## config.mk

```make
export PLATFORM = sky130hd
export DESIGN_NAME = mem_burst_ctrl
export DESIGN_NICKNAME = d
export VERILOG_FILES = /design/src/rtl/mem_burst_ctrl.sv
export SDC_FILE = /design/constraint.sdc
export NUM_CORES = 1
export LEC_CHECK = 0
export ABC_CLOCK_PERIOD_IN_PS = 4030
export CAP_MARGIN = 20
export CORE_AREA = 2 2 73 75
export CTS_CLUSTER_DIAMETER = 100
export DETAILED_ROUTE_END_ITERATION = 16
export DIE_AREA = 0 0 75 77
export HOLD_SLACK_MARGIN = 0.02
export MAX_ROUTING_LAYER = met4
export PLACE_DENSITY = 0.91
export SYNTH_ARGS = -nofsm -noshare
export SYNTH_HDL_FRONTEND = slang
export SYNTH_SLANG_ARGS = --single-unit
export TNS_END_PERCENT = 30
```

## constraint.sdc

```tcl
create_clock -name clk -period 4.03 [get_ports clk]
set_input_delay 0.806 -clock clk [delete_from_list [all_inputs] [get_ports clk]]
set_output_delay 0.806 -clock clk [all_outputs]
set_load 0.05 [all_outputs]
```

## src/rtl/mem_burst_ctrl.sv

```systemverilog
// mem_burst_ctrl
//   Burst controller sitting in front of a 2^AW x DW combinational-write
//   scratch memory. Accepts read/write burst commands over valid/ready,
//   streams write beats into the memory and read beats out of it. All memory
//   side outputs (mem_we, mem_addr, mem_din) are flops that change on the same
//   clock edge, so the memory never sees skew while mem_we is high.
//
// Ports
//   clk, rst_n                      clock, async active-low reset
//   cmd_valid/cmd_ready             command handshake
//   cmd_write, cmd_addr, cmd_len    burst direction, start address, beats-1
//   wdata_valid/wdata_ready, wdata  write beat stream
//   rdata_valid/rdata_ready, rdata  read beat stream
//   busy                            controller not idle
//   done                            one-cycle pulse in first IDLE cycle after a burst
//   mem_we, mem_addr, mem_din       registered memory drive
//   mem_dout                        memory read data (combinational from mem_addr)
//
// state    | meaning
// ---------+---------------------------------------------------------------
// IDLE     | ready for a command; may still be finishing the last write pulse
// WRITE    | accepting write beats, one memory write per accepted beat
// RD_FETCH | address presented to memory, read data captured at next edge
// RD_HOLD  | read beat held on rdata until the consumer takes it

module mem_burst_ctrl #(
  parameter int AW = 5,
  parameter int DW = 16
) (
  input  logic          clk,
  input  logic          rst_n,
  input  logic          cmd_valid,
  output logic          cmd_ready,
  input  logic          cmd_write,
  input  logic [AW-1:0] cmd_addr,
  input  logic [AW-1:0] cmd_len,
  input  logic          wdata_valid,
  output logic          wdata_ready,
  input  logic [DW-1:0] wdata,
  output logic          rdata_valid,
  input  logic          rdata_ready,
  output logic [DW-1:0] rdata,
  output logic          busy,
  output logic          done,
  output logic          mem_we,
  output logic [AW-1:0] mem_addr,
  output logic [DW-1:0] mem_din,
  input  logic [DW-1:0] mem_dout
);

  typedef enum logic [1:0] {
    IDLE     = 2'd0,
    WRITE    = 2'd1,
    RD_FETCH = 2'd2,
    RD_HOLD  = 2'd3
  } state_t;

  state_t        state, state_d;
  logic [AW-1:0] cnt, cnt_d;
  logic [AW-1:0] addr_d;
  logic [DW-1:0] din_d;
  logic [DW-1:0] rdata_d;
  logic          we_d;
  logic          rvalid_d;
  logic          done_d;

  assign cmd_ready   = (state == IDLE);
  assign wdata_ready = (state == WRITE);
  assign busy        = (state != IDLE);

  always_ff @(posedge clk or negedge rst_n) begin
    if (!rst_n) begin
      state       <= IDLE;
      cnt         <= '0;
      mem_we      <= 1'b0;
      mem_addr    <= '0;
      mem_din     <= '0;
      rdata       <= '0;
      rdata_valid <= 1'b0;
      done        <= 1'b0;
    end else begin
      state       <= state_d;
      cnt         <= cnt_d;
      mem_we      <= we_d;
      mem_addr    <= addr_d;
      mem_din     <= din_d;
      rdata       <= rdata_d;
      rdata_valid <= rvalid_d;
      done        <= done_d;
    end
  end

  always_comb begin
    state_d  = state;
    cnt_d    = cnt;
    we_d     = 1'b0;
    din_d    = mem_din;
    rdata_d  = rdata;
    rvalid_d = rdata_valid;
    done_d   = 1'b0;
    // The address steps forward only once the write pulse it served is over,
    // so a stalled write beat lands on the already-advanced address and the
    // final pulse of a burst completes even while IDLE.
    addr_d   = mem_we ? mem_addr + AW'(1) : mem_addr;

    unique case (state)
      IDLE: begin
        if (cmd_valid) begin
          cnt_d   = cmd_len;
          addr_d  = cmd_addr;
          state_d = cmd_write ? WRITE : RD_FETCH;
        end
      end

      WRITE: begin
        if (wdata_valid) begin
          we_d  = 1'b1;
          din_d = wdata;
          if (cnt == '0) begin
            state_d = IDLE;
            done_d  = 1'b1;
          end else begin
            cnt_d = cnt - AW'(1);
          end
        end
      end

      RD_FETCH: begin
        rdata_d  = mem_dout;
        rvalid_d = 1'b1;
        state_d  = RD_HOLD;
      end

      RD_HOLD: begin
        if (rdata_ready) begin
          rvalid_d = 1'b0;
          if (cnt == '0) begin
            state_d = IDLE;
            done_d  = 1'b1;
          end else begin
            cnt_d   = cnt - AW'(1);
            addr_d  = mem_addr + AW'(1);
            state_d = RD_FETCH;
          end
        end
      end

      default: state_d = IDLE;
    endcase
  end

endmodule

```

==> reports/metrics.cfg, run 1 <==
[die]
die_x_um = 75
die_height_um = 77
design.core.area_um2 = 4980
pin_count = 91
std_cell_rows = 26
initial_utilization = 0.447
die-area_um2 = 5780

[clock_network]
htree_levels = 2
cts_buffers = 5
clk_path_buf_depth = 2
clk_pin_slew_worst_paths_ns = 0.08
cts_tree = built
worstSkewPairLatency_ns = 0.29
post_cts_buffers = 0
ctsResizeCount = 0
hold_buffers = 0
cts_sinks = 47
cts_root_buffer = clkbuf_8

[critical_path]
critPathMaxFanout = 5
reg2reg_setup_slack_ns = 1.73
r2r_start = cnt[0]
arrival_ns = 2.07
crit_top_cell = inv_1
crit_path_cell_trace = inv_1 -> ha_1 -> inv_1 -> clkdlybuf4s50_1
startpoint_type = flip-flop
critPathMaxStageDelay_ns = 0.81
end_kind = primary output
crit_slowest_cell = clkdlybuf4s50_1
ff2ff_path_depth = 6
critical_path_class = reg -> out
worstReg2RegEnd = cnt[1]
cp.required_ns = 3.22

[timing]
tightest_slew_ns = 0.838
finalWorstSetupSlack_ns = 1.16
setup_violations = 0
relSlewSlack = 0.441
maxSlewViolCount = 0
fin_worst_skew_ns = 0.00168
finalWorstPathRequiredPeriod_ns = 2.87
finalHoldViolCount = 0
period_share = 0.713
setup_tns_ns = 0
rsz0062_at_grt = no
fmax_ghz = 0.348
hold_slack_ns = 0.366

[global_route]
grt_max_degree = 48
grt_pass1_vias = 1924
antenna_found_initial = 0
grt_overflow = 0
grt_use_total = 0.195
grt_pass1_wl_um = 8590

[synth]
syn_inst = 185
synth_cell_type_count = 38
synthArstFlopShare = 1.00
netlist_top_cells_area = dfrtp_1, mux2_2, ha_1
synth_area_per_cell_um2 = 12.0
ys_ff_latch = 47
synth.most_common_cell = dfrtp_1
netlist_top_cells_count = dfrtp_1, mux2_2, nand2_1, inv_1, a21oi_1
ys_seq_area_frac = 0.528
syn_area_um2 = 2230
ys.warnings.count = 0
synth_area_leader_cell = dfrtp_1
synth-edff-count = 0
synth_nets = 240
ys.flop_type = dfrtp_1
synth_top_area_frac = 0.528

[pwr]
p_per_area_nw_per_um2 = 960
vdd_drop_max_v = 0.000566
leakagePower_nw = 1.38
total_power_mw = 3.18

[finish]
area_delta_synth_final_pct = 48.7
finalInstanceArea_um2 = 3310
utilization = 0.665
nets = 333
num-fill-cells = 392
diodes = 0
fin_cells = 349
layout-drive-gt1-share = 0.179

[routing]
wl_met1_um = 2100
first_pass_iters = 4
wl_per_cell_um = 14.7
drtIter0Drc = 44
met3_length_um = 396
wl_met2_um = 2570
vias_per_cell = 5.15
vias = 1796
topRoutingLayerUsed = met4
drt-total-wl_um = 5120
final_antenna_net_count = 0
drc = 0

[placement]
dp_hpwl_um = 3810
place_ws_ns = 1.34
port_buffers = 90
placed_area_um2 = 3190
placed_cells = 340
gp_congestion = 0.850

[outcome]
outcome = finished, final reports clean

[hold_path]
hold_class = in -> async

[flow_run]
drv_cap = 0

## worst max path at each step
| stage | start | endpoint | cells after the start |
|---|---|---|---|
| floorplan | state[0] | state[1] | 5 |
| global placement | rdata_ready | state[1] | 6 |
| detailed placement | rdata_ready | state[1] | 6 |
| CTS | state[0] | busy | 4 |
| global route | state[0] | busy | 4 |
| finish | state[0] | busy | 4 |
## cells in the final DEF, fill, tap and decap left out, types with 2 or more instances in the layout
master           Yosys  final
a21oi_1              9      9
a22oi_1              2      2
clkbuf_8             0      7
clkdlybuf4s50_1      0     89
dfrtp_1             47     47
ha_1                 7      7
inv_1               10     10
mux2_2              35     35
mux2i_1              4      4
nand2_1             12     12
nand2b_1             4      4
nor2_1               8      8
nor3_1               4      4
nor3b_1              3      3
o211ai_1             3      3
o21ai_0              6      6
o2bb2ai_1            3      3
xnor2_1              3      3
## layer usage
metal / track usage / vias up
li1: - / 849
met2: 0.325 / 71
met1: 0.227 / 870
met3: 0.0644 / 6
met5: - / -
met4: 0.0411 / 0
## flip-flops by register name, summed over array words and instances (netlist names)
signal,count
rdata_valid,1
mem_din,16
state,2
mem_addr,5
done,1
rdata,16
mem_we,1
cnt,5
## power breakdown
| part | total (mW) | internal [mW] | switching [mW] | leakage [nW] |
|---|---|---|---|---|
| logic | 2.01 | 0.794 | 1.22 | 0.767 |
| clock network | 0.311 | 0.156 | 0.155 | 0.0505 |
| registers | 0.858 | 0.701 | 0.157 | 0.566 |
## cell families (layout without fill, tap and decap cells)
| kind of cell | after synthesis | after routing | share of synthesized area |
|---|---|---|---|
| flops | 47 | 47 | 0.528 |
| xor+xnor | 3 | 3 | 0.0118 |
| fa+ha+maj | 7 | 7 | 0.0393 |
| compound gates | 35 | 35 | 0.107 |
| buf+inv | 16 | 110 | 0.0303 |
| simple gates | 38 | 38 | 0.0882 |
| mux | 39 | 39 | 0.195 |
## critical path, delay by kind of cell (launching register included)
kind,cells,cell delay [ns]
adders and majority gates,1,0.29
buffers and inverters,3,1.05
DFF,1,0.44
## area by class of cell
| class | instances | area (um^2) | area share |
|---|---|---|---|
| Sequential cell | 47 | 1180 | 0.355 |
| Multi-Input combinational cell | 122 | 983 | 0.297 |
| Clock inverter | 1 | 7.51 | 0.00227 |
| Inverter | 10 | 37.5 | 0.0113 |
| Clock buffer | 7 | 96.3 | 0.0291 |
| Tap cell | 70 | 87.6 | 0.0264 |
| Timing Repair Buffer | 92 | 923 | 0.279 |
Power figures use the tool's default switching activity.
==> run 2, diff against run 1 <==
ABC_CLOCK_PERIOD_IN_PS = 2900   (was 4030)
CORE_AREA = 2 2 75 77   (was 2 2 73 75)
DIE_AREA = 0 0 77 79   (was 0 0 75 77)
PLACE_DENSITY = 0.87   (was 0.91)
clock period = 2.9 ns   (was 4.03 ns; I/O delays follow)
==> reports/metrics.cfg, run 2 (synthesized netlist as in run 1, its figures left out) <==
[outcome]
outcome = finished, final reports clean  ; unchanged

[clock_network]
cts_tree = built  ; unchanged
htree_levels = 2  ; unchanged
clk_pin_slew_worst_paths_ns = 0.08  ; about the same
cts_sinks = 47  ; unchanged
cts_root_buffer = clkbuf_8  ; unchanged
ctsResizeCount = 0  ; unchanged
clk_path_buf_depth = 2  ; unchanged
worstSkewPairLatency_ns = 0.29  ; about the same
hold_buffers = 0  ; unchanged
post_cts_buffers = 0  ; unchanged
cts_buffers = 5  ; unchanged

[critical_path]
critPathLaunch = state[0]  ; unchanged
arrival_ns = 2.05  ; was 2.07 ns
reg2reg_setup_slack_ns = 0.75  ; was 1.73 ns
worstReg2RegEnd = state[1]  ; was cnt[1]
ff2ff_path_depth = 6  ; unchanged
critical_path_class = reg -> out  ; unchanged
crit_top_cell = inv_1  ; unchanged
r2r_start = cnt[0]  ; unchanged
cp.required_ns = 2.32  ; was 3.22 ns
crit_path_cell_trace = inv_1 -> ha_1 -> inv_1 -> clkdlybuf4s50_1  ; unchanged
startpoint_type = flip-flop  ; unchanged
end_kind = primary output  ; unchanged
crit_slowest_cell = clkdlybuf4s50_1  ; unchanged
critPathMaxFanout = 5  ; unchanged
critPathMaxStageDelay_ns = 0.81  ; about the same

[hold_path]
hold_class = in -> async  ; unchanged

[finish]
diodes = 0  ; unchanged
nets = 334  ; was 333
layout-drive-gt1-share = 0.179  ; unchanged
final_common_cell = clkdlybuf4s50_1  ; unchanged
layout_common_cells = clkdlybuf4s50_1, dfrtp_1, mux2_2  ; unchanged
top_regs = mem_din x16, rdata x16  ; unchanged
area_delta_synth_final_pct = 48.4  ; was 48.7%
seqCellArea_um2 = 1180  ; unchanged
num-fill-cells = 451  ; was 392
multiInputGateArea_um2 = 983  ; unchanged

[routing]
vias = 1783  ; was 1,796
final_antenna_net_count = 0  ; unchanged
wl_per_cell_um = 14.6  ; was 14.7 um
drtIter0Drc = 32  ; was 44
drc = 0  ; unchanged
vias_per_cell = 5.08  ; was 5.15
drt-total-wl_um = 5140  ; was 5120 um
first_pass_iters = 4  ; unchanged

[global_route]
grt_max_degree = 48  ; unchanged
grt_pass1_vias = 1904  ; was 1,924
antenna_found_initial = 0  ; unchanged
grt_pass1_wl_um = 8780  ; was 8590 um
grt_use_total = 0.186  ; was 0.195
grt_overflow = 0  ; unchanged

[die]
std_cell_rows = 27  ; was 26
die-area_um2 = 6080  ; was 5780 um^2
design.core.area_um2 = 5340  ; was 4980 um^2
initial_utilization = 0.417  ; was 0.447
pin_count = 91  ; unchanged
die_x_um = 77  ; was 75 um
die_height_um = 79  ; was 77 um

[placement]
port_buffers = 90  ; unchanged
dp_hpwl_um = 3910  ; was 3810 um
gp_congestion = 0.905  ; was 0.850

[pwr]
vdd_drop_max_v = 0.000721  ; was 0.000566 V
leakagePower_nw = 1.38  ; about the same
p_per_area_nw_per_um2 = 1320  ; was 960 nW/um^2
total_power_mw = 4.38  ; was 3.18 mW

[timing]
hold_slack_ns = 0.122  ; was 0.366 ns
setup_tns_ns = 0  ; unchanged
tightest_slew_ns = 0.820  ; was 0.838 ns
relSlewSlack = 0.453  ; was 0.441
setup_violations = 0  ; unchanged
finalWorstPathRequiredPeriod_ns = 2.63
maxSlewViolCount = 0  ; unchanged
fin_worst_skew_ns = 0.00397  ; was 0.00168 ns
period_share = 0.906
fmax_ghz = 0.380
rsz0062_at_grt = no  ; unchanged
finalHoldViolCount = 0  ; unchanged

[flow_run]
drv_cap = 0  ; unchanged

-- run 2: power breakdown --
part	internal [mW]	switching, mW	leakage [nW]
clock network	0.187	0.202	0.0470
registers	0.975	0.214	0.566
logic	1.11	1.69	0.771
total	2.27	2.11	1.38
-- run 2: critical path, delay by kind of cell, from the launching register on --
family / cells / cell delay (ns)
buf+inv: 3 / 1.04
flops: 1 / 0.43
fa+ha+maj: 1 / 0.29
-- run 2: through the flow --
stage	utilization	instance area, um^2	setup slack [ns]	cells
floorplan	-	2230	0.563	185
CTS	0.616	3290	0.252	350
detailed placement	0.599	3200	0.459	343
global placement	0.599	3200	0.486	343
finish	0.619	3310	0.272	351
global route	0.619	3310	0.176	351
-- run 2: per-layer routing --
metal | vias to the layer above | global-route usage | routed length (um)
met4 | 0 | 0.0429 | 35
li1 | 849 | - | -
met5 | - | - | 0
met1 | 869 | 0.219 | 2120
met2 | 60 | 0.315 | 2620
met3 | 5 | 0.0580 | 363
-- run 2: worst max path at each step --
stage,end
global placement,state[1]
global route,busy
finish,busy
floorplan,state[1]
detailed placement,state[1]
CTS,busy
-- run 2: cell type report --
type                       instances  area share
sequential                        47       0.356
clock inverter                     1     0.00151
timing repair buffer              93       0.282
tap                               72      0.0273
clock buffer                       6      0.0250
multi-input combinational        122       0.298
inverter                          10      0.0114
